<file path="src/rtl/aes_inv_key_step.sv">
// Inverse AES-128 key-schedule step: K_r -> K_(r-1), byte-serial through one shared S-box.
// Latency is 7 edges from an accepted start to valid_o; all outputs are registered.
module aes_inv_key_step (
  input  logic         clk_i,
  input  logic         rst_i,
  input  logic         start_i,
  input  logic [127:0] key_i,
  input  logic [3:0]   rnd_i,
  output logic [127:0] key_o,
  output logic [3:0]   rnd_o,
  output logic         valid_o,
  output logic         busy_o,
  output logic         err_o
);

  typedef enum logic [1:0] {IDLE, XOR, SUB, LOAD} state_t;

  // Forward S-box, entry 0 in the most significant byte.
  localparam logic [2047:0] SBOX = {
    128'h637c777bf26b6fc53001672bfed7ab76, 128'hca82c97dfa5947f0add4a2af9ca472c0,
    128'hb7fd9326363ff7cc34a5e5f171d83115, 128'h04c723c31896059a071280e2eb27b275,
    128'h09832c1a1b6e5aa0523bd6b329e32f84, 128'h53d100ed20fcb15b6acbbe394a4c58cf,
    128'hd0efaafb434d338545f9027f503c9fa8, 128'h51a3408f929d38f5bcb6da2110fff3d2,
    128'hcd0c13ec5f974417c4a77e3d645d1973, 128'h60814fdc222a908846eeb814de5e0bdb,
    128'he0323a0a4906245cc2d3ac629195e479, 128'he7c8376d8dd54ea96c56f4ea657aae08,
    128'hba78252e1ca6b4c6e8dd741f4bbd8b8a, 128'h703eb5664803f60e613557b986c11d9e,
    128'he1f8981169d98e949b1e87e9ce5528df, 128'h8ca1890dbfe6426841992d0fb054bb16
  };

  state_t          state_q;
  logic [127:0]    key_q;
  logic [3:0]      rnd_q;
  logic [31:0]     w1_q, w2_q, w3_q;
  logic [0:3][7:0] sub_q;
  logic [1:0]      cnt_q;

  logic [7:0]      sbox_in;
  logic [7:0]      sbox_out;
  logic [7:0]      rcon;
  logic [31:0]     w0_d;
  logic            rnd_legal;

  // Byte cnt of RotWord(w3); cnt 0 is the most significant byte.
  always_comb begin
    sbox_in = w3_q[23:16];
    unique case (cnt_q)
      2'd0: sbox_in = w3_q[23:16];
      2'd1: sbox_in = w3_q[15:8];
      2'd2: sbox_in = w3_q[7:0];
      2'd3: sbox_in = w3_q[31:24];
      default: sbox_in = w3_q[23:16];
    endcase
  end

  assign sbox_out = SBOX[{8'd255 - sbox_in, 3'b000} +: 8];

  always_comb begin
    rcon = 8'h00;
    case (rnd_q)
      4'd1:    rcon = 8'h01;
      4'd2:    rcon = 8'h02;
      4'd3:    rcon = 8'h04;
      4'd4:    rcon = 8'h08;
      4'd5:    rcon = 8'h10;
      4'd6:    rcon = 8'h20;
      4'd7:    rcon = 8'h40;
      4'd8:    rcon = 8'h80;
      4'd9:    rcon = 8'h1b;
      4'd10:   rcon = 8'h36;
      default: rcon = 8'h00;
    endcase
  end

  assign w0_d      = key_q[127:96] ^ sub_q ^ {rcon, 24'h000000};
  assign rnd_legal = (rnd_i != 4'd0) && (rnd_i <= 4'd10);

  always_ff @(posedge clk_i or posedge rst_i) begin
    if (rst_i) begin
      state_q <= IDLE;
      key_q   <= '0;
      rnd_q   <= '0;
      w1_q    <= '0;
      w2_q    <= '0;
      w3_q    <= '0;
      sub_q   <= '0;
      cnt_q   <= '0;
      key_o   <= '0;
      rnd_o   <= '0;
      valid_o <= 1'b0;
      busy_o  <= 1'b0;
      err_o   <= 1'b0;
    end else begin
      valid_o <= 1'b0;
      err_o   <= 1'b0;
      unique case (state_q)
        IDLE: begin
          if (start_i) begin
            if (rnd_legal) begin
              key_q   <= key_i;
              rnd_q   <= rnd_i;
              busy_o  <= 1'b1;
              state_q <= XOR;
            end else begin
              err_o   <= 1'b1;
            end
          end
        end
        XOR: begin
          w1_q    <= key_q[127:96] ^ key_q[95:64];
          w2_q    <= key_q[95:64]  ^ key_q[63:32];
          w3_q    <= key_q[63:32]  ^ key_q[31:0];
          cnt_q   <= 2'd0;
          state_q <= SUB;
        end
        SUB: begin
          sub_q[cnt_q] <= sbox_out;
          cnt_q        <= cnt_q + 2'd1;
          if (cnt_q == 2'd3) state_q <= LOAD;
        end
        LOAD: begin
          key_o   <= {w0_d, w1_q, w2_q, w3_q};
          rnd_o   <= rnd_q - 4'd1;
          valid_o <= 1'b1;
          busy_o  <= 1'b0;
          state_q <= IDLE;
        end
        default: state_q <= IDLE;
      endcase
    end
  end

endmodule
</file>
<file path="config.mk">
export PLATFORM = sky130hd
export DESIGN_NAME = aes_inv_key_step
export DESIGN_NICKNAME = d
export VERILOG_FILES = /design/src/rtl/aes_inv_key_step.sv
export SDC_FILE = /design/constraint.sdc
export NUM_CORES = 1
export LEC_CHECK = 0
export ABC_AREA = 1
export BUFFER_PORTS_ARGS = -buffer_cell sky130_fd_sc_hd__buf_4
export CAP_MARGIN = 10
export CORE_MARGIN = 2
export CORE_UTILIZATION = 40
export DETAILED_ROUTE_END_ITERATION = 8
export PLACE_DENSITY_LB_ADDON = 0.12
export RECOVER_POWER = 50
export SLEW_MARGIN = 30
export SYNTH_ARGS = -nofsm -noshare
export SYNTH_HDL_FRONTEND = slang
export SYNTH_SLANG_ARGS = --single-unit
</file>
<file path="constraint.sdc">
create_clock -name clk_i -period 14.6 [get_ports clk_i]
set_clock_uncertainty 0.2 [all_clocks]
set_input_delay 1.46 -clock clk_i [delete_from_list [all_inputs] [get_ports clk_i]]
set_output_delay 1.46 -clock clk_i [all_outputs]
set_load 0.02 [all_outputs]
</file>
==> results.yml, run 1 <==
synthesis:
  netlist_area_um2: 19300
  synth_nets: 2575
  synth_area_leaders: "dfrtp_1 52%, nand2_1 22%, nand3_1 7.8%, xnor2_1 5.8%, o21ai_0 4.0%"
  yosys.area.top_type: "dfrtp_1"
  synthCells: 2417
  synth_warnings: 0
  synth_top_area_share: 0.516
  yosys_register_bits: 399
  ys_seq_area_frac: 0.516
  synth.distinct_cells: 35
  syn_area_per_cell_um2: 8.00
cells_and_area:
  drive_gt1_frac: 0.143
  nets: 2774
  antenna_cells: 0
  area_delta_synth_final_pct: 19.5
routing:
  first_pass_iters: 6
  drt_iter0_drc: 1657
  antenna_left: 0
  drc: 0
  wl_per_cell_um: 20.8
  vias: 17100
  via_per_inst: 5.24
  finalWirelength_um: 67800
floorplanning:
  coreArea_um2: 47700
  dieArea_um2: 50100
  fp.dieH_um: 224
  num_rows: 80
  io_pins: 270
  die-width_um: 224
  initial_core_util: 0.405
global_routing:
  track_usage: 0.268
  grt_pass1_wl_um: 102000
  grt_overflow: 0
  grt_max_degree: 174
  antenna_found_initial: 3
  grt_pass1_vias: 16600
worst_setup_path:
  cp.arrival_ps: 8180
  worst_setup_path_start_kind: "primary input"
  cp.required_ps: 15030
  path_class: "primary input to async pin"
  worstPathMaxFanout: 104
  end_kind: "async pin"
clocking:
  path_clk_slew_ps: 60
  cts.sinks: 399
  ctsHoldBuffers: 0
  clockRootBuffer: "clkbuf_16"
  post_cts_buffers: 0
  cts_buffer_depth: 3
  cts_resized: 0
  cts_tree: "done"
  cts_buffers: 44
  htreeDepth: 2
  clk_latency_ps: 570
worst_hold_path:
  min_path_type: "flop to flop"
flow_run:
  cap_violations: 9
status:
  failed_checks: "max-capacitance violations, max-slew violations"
  outcome: "finished with violations"
sta:
  slew_headroom: -2.11
  fin_tns_setup_ps: 0
  fin_crit_ps: 7760
  tightest_slew_ps: 4630
  max_clock_freq_mhz: 129
  slew_viol_final: 683
  post-route-period-util: 0.531
  rsz0062_at_grt: "no"
  hold_viol_final: 0
  setup_violations: 0
placed_design:
  io_buffers: 269
  gp_congestion: 0.952
  post-dp-hpwl_um: 47000
worst max-delay path, stage by stage:
cell,delay [ps]
clkbuf_4,110
clkinvlp_2,2560
clkbuf_1,3010
buf_4,920
cells by family after synthesis:
| group | Yosys count | synth area share |
|---|---|---|
| AND/OR/NAND/NOR | 1477 | 0.313 |
| flip-flops | 399 | 0.516 |
| AO/OA/AOI/OAI | 191 | 0.0529 |
| buffers and inverters | 190 | 0.0413 |
| XOR/XNOR | 137 | 0.0620 |
| adder cells (fa/ha/maj) | 23 | 0.0149 |
cell usage after synthesis:
cell type     n
nand2_1    1116
dfrtp_1     399
nand3_1     300
o21ai_0     155
xnor2_1     129
clkbuf_1     92
inv_1        52
nor2_1       33
buf_2        30
ha_1         23
a21oi_1      20
xor2_1        8
buf_4         7
nand2_2       6
nand3_2       5
nor2_2        5
o22ai_1       4
buf_6         3
inv_2         3
nor2_4        3
o21ai_1       3
a21oi_2       2
buf_1         2
nand2_4       2
nand3b_1      2
nor3_1        2
o211ai_1      2
o21bai_4      2
a21oi_4       1
a22oi_1       1
clkinv_1      1
nand3_4       1
nand4_1       1
nor4_1        1
o22ai_2       1
state kept, by name, summed over array words and instances, names as in the netlist, 2 cells and up:
signal	cells
cnt_q	2
w1_q	32
rnd_o	4
sub_q	32
w3_q	32
key_o	128
key_q	128
w2_q	32
state_q	2
rnd_q	4
metal layers:
| layer | vias up | track usage | routed length [um] |
|---|---|---|---|
| met5 | - | 0 | 42 |
| li1 | 8091 | - | - |
| met2 | 626 | 0.414 | 30800 |
| met3 | 116 | 0.0514 | 4850 |
| met4 | 6 | 0.0944 | 2280 |
| met1 | 8219 | 0.378 | 29900 |
layout by cell type, fill, tap and decap left out, types with 2 or more instances in the layout:
| cell type | instances |
|---|---|
| nand2_1 | 1116 |
| dfrtp_1 | 399 |
| nand3_1 | 300 |
| buf_4 | 275 |
| o21ai_0 | 155 |
| xnor2_1 | 129 |
| inv_1 | 48 |
| clkbuf_16 | 45 |
| nor2_1 | 33 |
| ha_1 | 23 |
| a21oi_1 | 20 |
| clkbuf_1 | 18 |
| clkbuf_8 | 10 |
| xor2_1 | 8 |
| nor2_2 | 5 |
| nand2_2 | 5 |
| nand3_2 | 5 |
| clkinvlp_2 | 3 |
| inv_2 | 3 |
| nor2_4 | 3 |
| o22ai_1 | 3 |
| inv_6 | 3 |
| clkinv_2 | 3 |
| o21bai_4 | 2 |
| nand2_4 | 2 |
| a21oi_4 | 2 |
| o211ai_1 | 2 |
| nand3b_1 | 2 |
| nor3_1 | 2 |
| o21ai_1 | 2 |
through the flow:
step	util	setup slack, ps	std cells	instance area [um2]	hold slack [ps]
6_report	0.484	6840	3257	23100	270
5_1_grt	0.484	5500	3257	23100	292
4_1_cts	0.484	10560	3256	23100	274
3_5_place_dp	0.456	10510	3184	21800	260
3_3_place_gp	0.456	10570	3184	21800	257
2_1_floorplan	-	1840	2417	19300	246
worst paths after layout:
check	start	to	slack (ps)	cells after the start
max	rst_i	key_o[105]$_DFFE_PP0P_	6840	4
min	key_o[74]$_DFFE_PP0P_	key_o[74]$_DFFE_PP0P_	270	2
max reg2reg	state_q[1]$_DFFE_PP0P_	w3_q[5]$_DFFE_PP0N_	8190	5
min reg2reg	key_o[74]$_DFFE_PP0P_	key_o[74]$_DFFE_PP0P_	270	2
max in group clk_i	state_q[1]$_DFFE_PP0P_	w3_q[5]$_DFFE_PP0N_	8190	5
min in group asynchronous	rst_i	key_o[34]$_DFFE_PP0P_	2100	2
cell type report:
type / instances / area [um2]
Fill cell: 4671 / 24600
Sequential cell: 399 / 9980
Multi-Input combinational cell: 1828 / 8600
Timing Repair Buffer: 287 / 2160
Clock buffer: 65 / 1300
Tap cell: 615 / 769
Inverter: 56 / 216
Clock inverter: 7 / 71.3
Power of run 1 is not shown: default switching activity piles up to over one toggle a cycle in this logic, so the estimate is an artifact.
==> inputs of run 2 (changes only) <==
Clock period 14.6 ns to 8.1 ns, I/O delays scaled along.
==> results.yml, run 2 (synthesis gave the netlist of run 1 again) <==
floorplanning:
  dieArea_um2: 50100
  num_rows: 80
  die-width_um: 224
  initial_core_util: 0.405
  io_pins: 270
  fp.dieH_um: 224
  coreArea_um2: 47700
routing:
  drt_iter0_drc: 1463
  finalWirelength_um: 71000
  first_pass_iters: 6
  antenna_left: 0
  wl_per_cell_um: 21.7
  via_per_inst: 5.27
  vias: 17200
  drc: 0
placed_design:
  post-dp-hpwl_um: 50200
  io_buffers: 269
  place_area_um2: 21800
  place_ws_ps: 4160
  gp_congestion: 0.940
worst_setup_path:
  path_class: "flop to flop"
  end_kind: "flop"
  timing.rr.start: "state_q[1]$_DFFE_PP0P_"
  worst_r2r_endpoint: "w2_q[7]$_DFFE_PP0N_"
  worst_setup_path_start_kind: "flop"
  cp.arrival_ps: 5400
  worstPathMaxFanout: 99
  r2r_cells: 6
  cp.required_ps: 8300
  r2r_slack_ps: 2900
global_routing:
  grt_pass1_vias: 16900
  grt_pass1_wl_um: 107000
  grt_max_degree: 173
  antenna_found_initial: 3
  track_usage: 0.284
  grt_overflow: 0
status:
  failed_checks: "max-capacitance violations, max-slew violations"
  outcome: "finished with violations"
sta:
  rsz0062_at_grt: "no"
  post-route-period-util: 0.642
  tightest_slew_ps: 3460
  worst_slack_ps: 2900
  slew_headroom: -1.31
  hold_viol_final: 0
  fin_crit_ps: 5200
  slew_viol_final: 409
  setup_violations: 0
  fin_tns_setup_ps: 0
  max_clock_freq_mhz: 192
cells_and_area:
  area_delta_synth_final_pct: 19.6
  layout_commonest_cell: "nand2_1"
  final_cell_area_um2: 23100
  drive_gt1_frac: 0.142
  largestRegisters: "key_o x128, key_q x128"
  nets: 2773
  final_core_util: 0.484
  final_cell_mix: "1116 x nand2_1, 399 x dfrtp_1, 300 x nand3_1"
clocking:
  cts_resized: 0
  clk_latency_ps: 570
  clockRootBuffer: "clkbuf_16"
  cts_buffer_depth: 3
  cts_tree: "done"
  post_cts_buffers: 0
  path_clk_slew_ps: 60
  ctsHoldBuffers: 0
  cts_buffers: 44
  cts.sinks: 399
  htreeDepth: 2
worst_hold_path:
  min_path_type: "primary input to async pin"
flow_run:
  cap_violations: 6
[run 2: stage by stage]
step / hold slack [ps] / cells
after floorplan: 246 / 2417
after global placement: 258 / 3182
after detailed placement: 261 / 3182
after CTS: 211 / 3260
after global routing: 102 / 3262
final: 65.8 / 3266
[run 2: worst max-delay path by stage]
| stage | startpoint | end |
|---|---|---|
| CTS | cnt_q[0]$_DFFE_PP0P_ | sub_q[0]$_DFFE_PP0P_ |
| global placement | cnt_q[0]$_DFFE_PP0P_ | sub_q[11]$_DFFE_PP0P_ |
| detailed placement | cnt_q[0]$_DFFE_PP0P_ | sub_q[11]$_DFFE_PP0P_ |
| floorplan | rst_i | busy_o$_DFFE_PP0P_ |
| global route | state_q[1]$_DFFE_PP0P_ | w2_q[17]$_DFFE_PP0N_ |
| finish | state_q[1]$_DFFE_PP0P_ | w2_q[7]$_DFFE_PP0N_ |
[run 2: critical path: stages (launching register included)]
cell and delay (ps):
dfrtp_1 400, inv_1 110, ha_1 170, clkinvlp_2 2460
buf_4 1360, nand2_1 160, o21ai_0 100
[run 2: cell type report]
| type | instances | area [um2] |
|---|---|---|
| Fill cell | 4753 | 24600 |
| Sequential cell | 399 | 9980 |
| Multi-Input combinational cell | 1828 | 8610 |
| Timing Repair Buffer | 286 | 2120 |
| Clock buffer | 66 | 1310 |
| Tap cell | 615 | 769 |
| Inverter | 56 | 218 |
| Clock inverter | 12 | 106 |
| Antenna cell | 4 | 10.0 |
[run 2: layer usage]
layer,part of all wire,up-vias,global-route usage
met3,0.061,103,0.0446
met4,0.032,0,0.0970
met1,0.44,8418,0.398
met2,0.46,607,0.451
met5,0,-,0
li1,-,8090,-
Power of run 2 is left out for the same reason.
==> inputs of run 3 (changes only) <==
Clock period 8.1 ns to 4.7 ns, I/O delays scaled along.
==> results.yml, run 3 (synthesis gave the netlist of run 1 again) <==
status:
  outcome: "finished with violations"
  failed_checks: "max-capacitance violations, max-slew violations"
sta:
  hold_viol_final: 0
  fin_crit_ps: 4030
  slew_viol_final: 321
  slew_headroom: -0.920
  post-route-period-util: 0.856
  rsz0062_at_grt: "no"
  tightest_slew_ps: 2880
  setup_violations: 0
  max_clock_freq_mhz: 248
placed_design:
  post-dp-hpwl_um: 51500
  io_buffers: 269
  gp_congestion: 0.976
  place_area_um2: 22000
clocking:
  clk_latency_ps: 580
  clockRootBuffer: "clkbuf_16"
  htreeDepth: 2
  path_clk_slew_ps: 60
  cts.sinks: 399
  cts_buffers: 44
  cts_tree: "done"
  cts_buffer_depth: 3
cells_and_area:
  largestRegisters: "key_o x128, key_q x128"
  multiInputGateArea_um2: 8600
  antenna_cells: 0
  final_cell_area_um2: 24200
  nets: 2931
  layout_commonest_cell: "nand2_1"
  final_core_util: 0.507
  final_cell_mix: "1116 x nand2_1, 399 x dfrtp_1, 300 x nand3_1"
  seq_area_um2: 9980
  drive_gt1_frac: 0.0995
  fillCellCount: 4733
  area_delta_synth_final_pct: 25.2
global_routing:
  grt_pass1_wl_um: 112000
  grt_overflow: 0
  grt_pass1_vias: 17900
  antenna_found_initial: 1
  grt_max_degree: 138
  track_usage: 0.295
worst_setup_path:
  path_class: "flop to flop"
  worstPathMaxFanout: 16
  cp.required_ps: 4940
  worst_setup_path_start_kind: "flop"
  end_kind: "flop"
  cp.arrival_ps: 4270
  timing.rr.start: "cnt_q[0]$_DFFE_PP0P_"
  startpoint: "cnt_q[0]$_DFFE_PP0P_"
  r2r_slack_ps: 670
floorplanning:
  num_rows: 80
  dieArea_um2: 50100
  initial_core_util: 0.405
  io_pins: 270
  die-width_um: 224
  fp.dieH_um: 224
  coreArea_um2: 47700
routing:
  met1_length_um: 32600
  vias: 17800
  routed.top_layer: "met4"
  first_pass_iters: 6
  drc: 0
  drt_iter0_drc: 1560
  antenna_left: 0
  wl_per_cell_um: 21.5
  dr_wl_met3_um: 4550
  met2_length_um: 33500
  finalWirelength_um: 73400
  via_per_inst: 5.22
worst_hold_path:
  min_path_type: "primary input to flop"
  worstHoldStart: "start_i"
flow_run:
  cap_violations: 5
run 3: cell count changes in the layout (fill, tap and decap cells not counted), sizes merged:
| cell | previous run | this run |
|---|---|---|
| clkinvlp | 3 | 5 |
| inv | 54 | 55 |
| bufinv | 1 | 2 |
| dlygate4sd3 | 0 | 133 |
| diode | 4 | 0 |
| clkbuf | 82 | 208 |
| clkinv | 10 | 8 |
| buf | 270 | 166 |
run 3: through the flow:
stage	TNS [ps]	hold WS [ps]	instances	worst slack, ps
after global routing	0	58.9	3419	310
after global placement	0	256	3209	868
after CTS	0	25.9	3419	783
final	0	46.9	3419	675
after detailed placement	0	260	3209	803
after floorplan	-535370	246	2417	-1340
run 3: what timing repair did:
action / CTS / global route
resized for setup: 0 / 0
hold buffers: 133 / 0
hold endpoints to repair: 158 / 0
buffers inserted: 0 / 0
run 3: metal layers:
| metal | up-vias | global-route usage |
|---|---|---|
| li1 | 8394 | - |
| met4 | 0 | 0.108 |
| met5 | - | 0 |
| met2 | 679 | 0.467 |
| met1 | 8614 | 0.410 |
| met3 | 152 | 0.0462 |
run 3: worst paths after layout:
check                                         to  depth (start not counted)
min reg2reg                key_o[89]$_DFFE_PP0P_                          2
max in group asynchronous   w1_q[27]$_DFFE_PP0N_                          4
max reg2reg                sub_q[15]$_DFFE_PP0P_                         17
min                              err_o$_DFF_PP0_                          3
max                        sub_q[15]$_DFFE_PP0P_                         17
min in group asynchronous  sub_q[22]$_DFFE_PP0P_                          3
run 3: final cells by class:
class / instances / area share
timing repair buffer: 444 / 0.132
clock buffer: 63 / 0.0538
tap: 615 / 0.0318
multi-input combinational: 1828 / 0.355
clock inverter: 14 / 0.00615
sequential: 399 / 0.412
inverter: 56 / 0.00904
run 3: critical path, cell delays in order (launching register included):
cell      delay (ps)
dfrtp_1          370
inv_1            110
ha_1             280
inv_2            310
nand2_1          180
o21bai_4         390
ha_1             260
nand3_1          540
nand3_1          330
nand2_1           80
nand2_1           70
nand3_1          180
nand2_1          140
nand2_1           50
nand3_1           70
nand2_1          170
nand2_1          110
nand2_1           60
Power of run 3 is left out for the same reason.
